$ cat src/rtl/gdiv_pkg.sv
// Shared types and constants for the Goldschmidt divider controller and its datapath.
package gdiv_pkg;

   typedef enum logic [2:0] {
      ST_IDLE,
      ST_N0,
      ST_D0,
      ST_NI,
      ST_DI,
      ST_DONE
   } gdiv_state_e;

   // Multiplier operand select codes for sel_ND_mux
   localparam logic [1:0] SEL_N_IN  = 2'b00;
   localparam logic [1:0] SEL_D_IN  = 2'b01;
   localparam logic [1:0] SEL_REG_D = 2'b10;
   localparam logic [1:0] SEL_REG_N = 2'b11;

   localparam int ITERS_DEFAULT = 3;

endpackage

$ cat src/rtl/goldschmidt_ctrl.sv
// Sequencer for a Goldschmidt divider: one IA scaling pass, then ITERS
// refinement iterations, quotient captured from the datapath regN output.
//
// state | meaning
// IDLE  | waiting for start
// N0    | regN <= N * IA
// D0    | regD <= D * IA
// NI    | regN <= regN * (2 - regD), uses regD before this iteration updates it
// DI    | regD <= regD * (2 - regD), then loop or finish
// DONE  | one-cycle done pulse, q_out holds the quotient
module goldschmidt_ctrl
   import gdiv_pkg::*;
#(
   parameter int ITERS = ITERS_DEFAULT
) (
   input  logic        clk,
   input  logic        reset,
   input  logic        start,
   input  logic        abort,
   input  logic [15:0] result_in,
   output logic        load_regN,
   output logic        load_regD,
   output logic [1:0]  sel_ND_mux,
   output logic        sel_K_mux,
   output logic        busy,
   output logic        done,
   output logic [15:0] q_out
);

   localparam logic [3:0] ITERS_LIM = 4'(ITERS);

   gdiv_state_e state, nxt;
   logic [2:0]  iter_cnt;
   logic [3:0]  iter_next;

   assign iter_next = {1'b0, iter_cnt} + 4'd1;

   always_ff @(posedge clk or negedge reset) begin
      if (!reset) begin
         state    <= ST_IDLE;
         iter_cnt <= 3'd0;
         q_out    <= 16'h0000;
      end else begin
         state <= nxt;
         if (nxt == ST_N0)
            iter_cnt <= 3'd0;
         else if (state == ST_DI)
            iter_cnt <= iter_cnt + 3'd1;
         if (state == ST_DI && nxt == ST_DONE)
            q_out <= result_in;
      end
   end

   // abort overrides every transition out of a non-idle state
   always_comb begin
      nxt = state;
      if (state != ST_IDLE && abort) begin
         nxt = ST_IDLE;
      end else begin
         case (state)
            ST_IDLE: if (start) nxt = ST_N0;
            ST_N0:   nxt = ST_D0;
            ST_D0:   nxt = ST_NI;
            ST_NI:   nxt = ST_DI;
            ST_DI:   nxt = (iter_next < ITERS_LIM) ? ST_NI : ST_DONE;
            ST_DONE: nxt = ST_IDLE;
            default: nxt = ST_IDLE;
         endcase
      end
   end

   always_comb begin
      load_regN  = 1'b0;
      load_regD  = 1'b0;
      sel_ND_mux = SEL_N_IN;
      sel_K_mux  = 1'b1;
      busy       = (state != ST_IDLE);
      done       = 1'b0;
      case (state)
         ST_N0: begin
            load_regN = 1'b1;
         end
         ST_D0: begin
            sel_ND_mux = SEL_D_IN;
            load_regD  = 1'b1;
         end
         ST_NI: begin
            sel_ND_mux = SEL_REG_N;
            sel_K_mux  = 1'b0;
            load_regN  = 1'b1;
         end
         ST_DI: begin
            sel_ND_mux = SEL_REG_D;
            sel_K_mux  = 1'b0;
            load_regD  = 1'b1;
         end
         ST_DONE: begin
            done = 1'b1;
         end
         default: ;
      endcase
   end

endmodule
$ cat config.mk
export PLATFORM = sky130hd
export DESIGN_NAME = goldschmidt_ctrl
export DESIGN_NICKNAME = d
export VERILOG_FILES = /design/src/rtl/gdiv_pkg.sv /design/src/rtl/goldschmidt_ctrl.sv
export SDC_FILE = /design/constraint.sdc
export NUM_CORES = 1
export LEC_CHECK = 0
export BUFFER_PORTS_ARGS = -buffer_cell sky130_fd_sc_hd__buf_4
export CORE_MARGIN = 2
export CORE_UTILIZATION = 40
export CTS_CLUSTER_SIZE = 20
export DETAILED_ROUTE_END_ITERATION = 10
export GPL_TIMING_DRIVEN = 0
export PLACE_DENSITY = 0.65
export SLEW_MARGIN = 0
export SYNTH_ARGS = -nofsm -noshare
export SYNTH_HDL_FRONTEND = slang
export SYNTH_SLANG_ARGS = --single-unit
$ cat constraint.sdc
create_clock -name clk -period 4.5 [get_ports clk]
set_input_delay 0.45 -clock clk [delete_from_list [all_inputs] [get_ports clk]]
set_output_delay 0.45 -clock clk [all_outputs]
set_load 0.01 [all_outputs]
* Yosys cells after proc, flatten, opt, wreduce, memory -nomap -nowiden *
Index checks and enable logic that the tools add are counted.

operators by class
  reductions and logical operators = 8
  muxes and demuxes = 11
  add/subtract/negate cells = 2
  equality and inequality tests = 7
  magnitude comparators = 1

operators with widths
  cell                                                                  count
  3-bit 2-to-1 mux                                                      5
  3-bit case mux with 5 select lines                                    1
  3-bit == test, second input constant                                  3
  3-bit by 1-bit == test with 1-bit output, second input constant       2
  3-bit by 2-bit == test with 1-bit output, second input constant       2
  2-bit case mux with 3 select lines                                    1
  2-bit OR reduction                                                    3
  3-bit by 1-bit adder with 4-bit output, second input constant         1
  4-bit by 2-bit < comparator with 1-bit output, second input constant  1
  1-bit 2-to-1 mux                                                      4
  3-bit by 1-bit adder with 3-bit output, second input constant         1
  3-bit zero test                                                       1
  3-bit nonzero test                                                    1
  1-bit logical AND                                                     2
  2-bit nonzero test                                                    1

storage, ports and cells
  flip-flop bits (word level) = 22
  word-level logic and storage cells = 32
  output and inout bits = 23
  input bits = 20

* Logic depth before layout (Yosys ltp) *
  depth after elaboration = 7
  depth in mapped cells = 7
  mapped depth without buffers = 6

* Worst setup path before layout *
Ideal clock, no wire load.

  path kind = register to register
  start = register iter_cnt[0]
  end = register q_out[10]
  stages on the path, launching flop included = 7
  required time = 4.374 ns
  library setup time = 0.126 ns
  path buffers = 1
  slack = 2.754 ns
  period minus slack after synthesis = 1.746 ns
  data arrival time = 1.620 ns
  cells stage by stage = dfrtp_1 ha_1 and2_1 a21oi_1 nor2_1 clkbuf_1 a221o_1

on the way
  longest elaborated chain between the ends = 7

RTL lines
  what                                           line                    RTL
  start, declared                                goldschmidt_ctrl.sv:33  logic [2:0] iter_cnt;
  start signal, assigned                         goldschmidt_ctrl.sv:48  iter_cnt <= iter_cnt + 3'd1;
  3-bit by 1-bit adder with 4-bit output         goldschmidt_ctrl.sv:36  assign iter_next = {1'b0, iter_cnt} + 4'd1;
  4-bit by 2-bit < comparator with 1-bit output  goldschmidt_ctrl.sv:65  ST_DI: nxt = (iter_next < ITERS_LIM) ? ST_NI : ST_DONE;
  3-bit 2-to-1 mux                               goldschmidt_ctrl.sv:65
  3-bit case mux with 5 select lines             goldschmidt_ctrl.sv:60  case (state)
  3-bit 2-to-1 mux                               goldschmidt_ctrl.sv:57  if (state != ST_IDLE && abort) begin
  3-bit == test                                  goldschmidt_ctrl.sv:49  if (state == ST_DI && nxt == ST_DONE)
  1-bit logical AND                              goldschmidt_ctrl.sv:49
  end signal, assigned                           goldschmidt_ctrl.sv:50  q_out <= result_in;
  end, declared                                  goldschmidt_ctrl.sv:27  output logic [15:0] q_out

No other way between the ends.
A chain may end at the register's enable or synchronous reset.

* Worst setup path in the final report *
  start = register state[0]
  end = output sel_ND_mux[1]

on the way
  longest elaborated chain between the ends = 2
  elaborated cells between the ends (all ways) = 4
  those cells by class = 3 x eq/ne; 1 x mux

RTL lines
  what                                                                              line                    RTL
  start, declared                                                                   goldschmidt_ctrl.sv:32  gdiv_state_e state, nxt;
  start signal, assigned                                                            goldschmidt_ctrl.sv:44  state <= nxt;
  3-bit == test / 3-bit by 2-bit == test with 1-bit output (equally long branches)  goldschmidt_ctrl.sv:79  case (state)
  2-bit case mux with 3 select lines *                                              goldschmidt_ctrl.sv:79
  end, declared                                                                     goldschmidt_ctrl.sv:23  output logic [1:0] sel_ND_mux,

Every way passes the cells marked *; elsewhere a longest branch is shown, timed or not.

==> impl_results.md <==
* Run status: complete, no violations
* CP startpoint kind: flip-flop
* Synth top area share at 0.4894
* Largest net degree at the start of global routing at 23
* CTS root buffer: clkbuf_4
* CTS tree: yes
* Register bit count reported by yosys at 22
* Top-count cell post-synth: dfrtp_1
* Fin crit share at 0.4501
* Final setup fails at 0
* DRT iter0 DRCs at 41
* Total GRT Usage at 0.1530
* RSZ-0062 raised after global routing: no
* Biggest area consumer among synthesized cells: dfrtp_1
* # IOs at between 40 and 50
* Arrival time worst endpoint at approximately 1600 ps
* Yosys warns at 0
* Antenna viol nets, final at 0
* PwrDens at 336.4 mW/mm²
* Max rail drop VDD at around 0.00024 V
* Async SR Flop Fraction at 1.000
* # clock sinks at 22
* First-pass GRT wire length at just under 4 mm
* Placement Rows at 19
* Crit Path Max Fanout at 8
* H-tree depth reported by CTS at 1
* Die ar. at 0.003252 mm²
* Top FF cell, synth: dfrtp_1
* GP Congestion at about 0.76
* Wire per inst at ~14 µm
* Worst setup path category: flip-flop to output port
* Post-Syn Area at 0.001125 mm²
* Final hold violation count at 0
* Die Span X at between 50 and 60 µm
* Final Net Count at approximately 170
* Max Clk Rate at roughly 0.49 GHz
* Final WL at about 2.5 mm
* Slew @ Worst Pin at between 400 and 500 ps
* Sequential area share after synthesis at 0.4894
* Post-CTS sizing at 0
* EDFF count, synth at 0
* Remaining DRCs at 0
* Layout area overhead at 34.70%
* Setup TNS at 0 ps
* Initial cell density of the core at 0.4151
* Post-layout min period at slightly above 2000 ps
* Total of max-cap violations at 0
* Synth cell types at 26
* Clock-pin slew on the worst setup and hold paths at 120 ps
* Worst setup path startpoint: state[0]
* DP HPWL at ~1.8 mm
* Share of layout cells above drive strength 1 at 0.3581
* Pins over their slew limit at 0
* Average size of a mapped cell at 11.03 µm²
* Synth area leaders: dfrtp_1 49%, a221o_1 14%, nor2b_1 10%, nor2_1 2.7%, ha_1 2.2%
* Hold buffers post-CTS at 0
* Syn Inst Count at approximately 100
* Worst skew pair latency at roughly 300 ps
* Clock skew at approximately 3.4 ps
* Worst path required time at a little over 4000 ps
* Total gr overflow at 0
* Die height at ~57 µm
* Via-per-instance ratio at between 5 and 6
* Vias in the first global route at between 800 and 900
* Antenna violations before repair at 0
* Syn Nets at 124
* Layout Utilization at 0.5591
* CTS Buf Count at 3
* Critical Path Sink Type: output port
* Port Buf Inserts at 42
* P_leak at 0.6072 nW
* Hold crit path type: input pin to async pin
* Reg2Reg Launch Point: iter_cnt[0]
* Clk buf depth at 2
* Via Count at roughly 950
* Post-CTS setup buffers at 0
* Core area at about 0.0027 mm²
* Antenna cells at 0
* Commonest cells post-synth: 22 x dfrtp_1, 18 x nor2b_1, 16 x a221o_1
* Worst slew margin relative to its limit at 0.6907
* Drt pass-1 iters at 4
metrics by stage:
step                      worst slack (ps)  power, mW  hold slack (ps)  instance area (µm²)  instances
after floorplan                       2754     0.3332            154.4                 1125        102
after global placement                2539     0.4016            353.3                 1479        175
after detailed placement              2477     0.4083            355.1                 1479        175
after CTS                             2447     0.5147            15.73                 1515        179
after global routing                  2272     0.5447            3.087                 1515        179
final                                 2475     0.5097            12.27                 1515        179
cells by family (layout without fill, tap and decap cells):
family / after synthesis / after routing / synth area share
xor gates and xnor gates: 2 / 2 / 0.01558
and+or+nand+nor: 39 / 39 / 0.2069
AOI/OAI and AO/OA: 27 / 27 / 0.2147
adders and majority gates: 2 / 2 / 0.02224
buffers and inverters: 10 / 56 / 0.05115
DFF: 22 / 22 / 0.4894
where the power goes:
| group | internal (mW) | switching [mW] |
|---|---|---|
| Clock | 0.0493 | 0.0565 |
| Combinational | 0.0919 | 0.0915 |
| Sequential | 0.211 | 0.00939 |
| Total | 0.352 | 0.157 |
layer usage:
| layer | wire length, µm | vias to the layer above | track usage |
|---|---|---|---|
| li1 | - | 465 | - |
| met5 | 0 | - | 0 |
| met2 | 1178 | 29 | 0.2332 |
| met1 | 1138 | 449 | 0.2183 |
| met4 | 10 | 0 | 0.02990 |
| met3 | 124 | 2 | 0.04762 |
critical path: stages (launching register included):
cell and delay, ps:
dfrtp_1 390, buf_6 130, or3b_4 430, and2_1 170, inv_1 50, buf_4 100
final cells by class:
cell class	count	area, µm²
plain buffers	6	42.54
clock buffers	4	36.28
fillers	249	1195
inverters	4	15.01
multi-input cells	70	516.7
flip-flops and latches	22	550.5
well taps	31	38.79
repair buffers	42	315.3
path summary, 6_finish.rpt:
path | endpoint | slack, ps | cells after the start
max in group asynchronous | q_out[15] | 4270 | 1
min in group clk | q_out[6] | 370 | 2
setup reg to reg | q_out[4] | 2480 | 6
hold reg to reg | q_out[8] | 550 | 1
setup / recovery | sel_ND_mux[1] | 2470 | 5
hold / removal | state[1] | 10 | 1
cell usage in the layout, fill, tap and decap left out, drive strengths merged, types with 3 or more instances in the layout:
cell    instances
a21oi           3
a221o          16
buf            45
clkbuf          7
dfrtp          22
inv             4
nand2           4
nor2           10
nor2b          18
o21ai           4
sequential cells by signal, indices dropped and copies added, names as in the netlist:
| signal | count |
|---|---|
| state | 3 |
| q_out | 16 |
| iter_cnt | 3 |
Note: power is estimated with default switching activity, not from simulation.
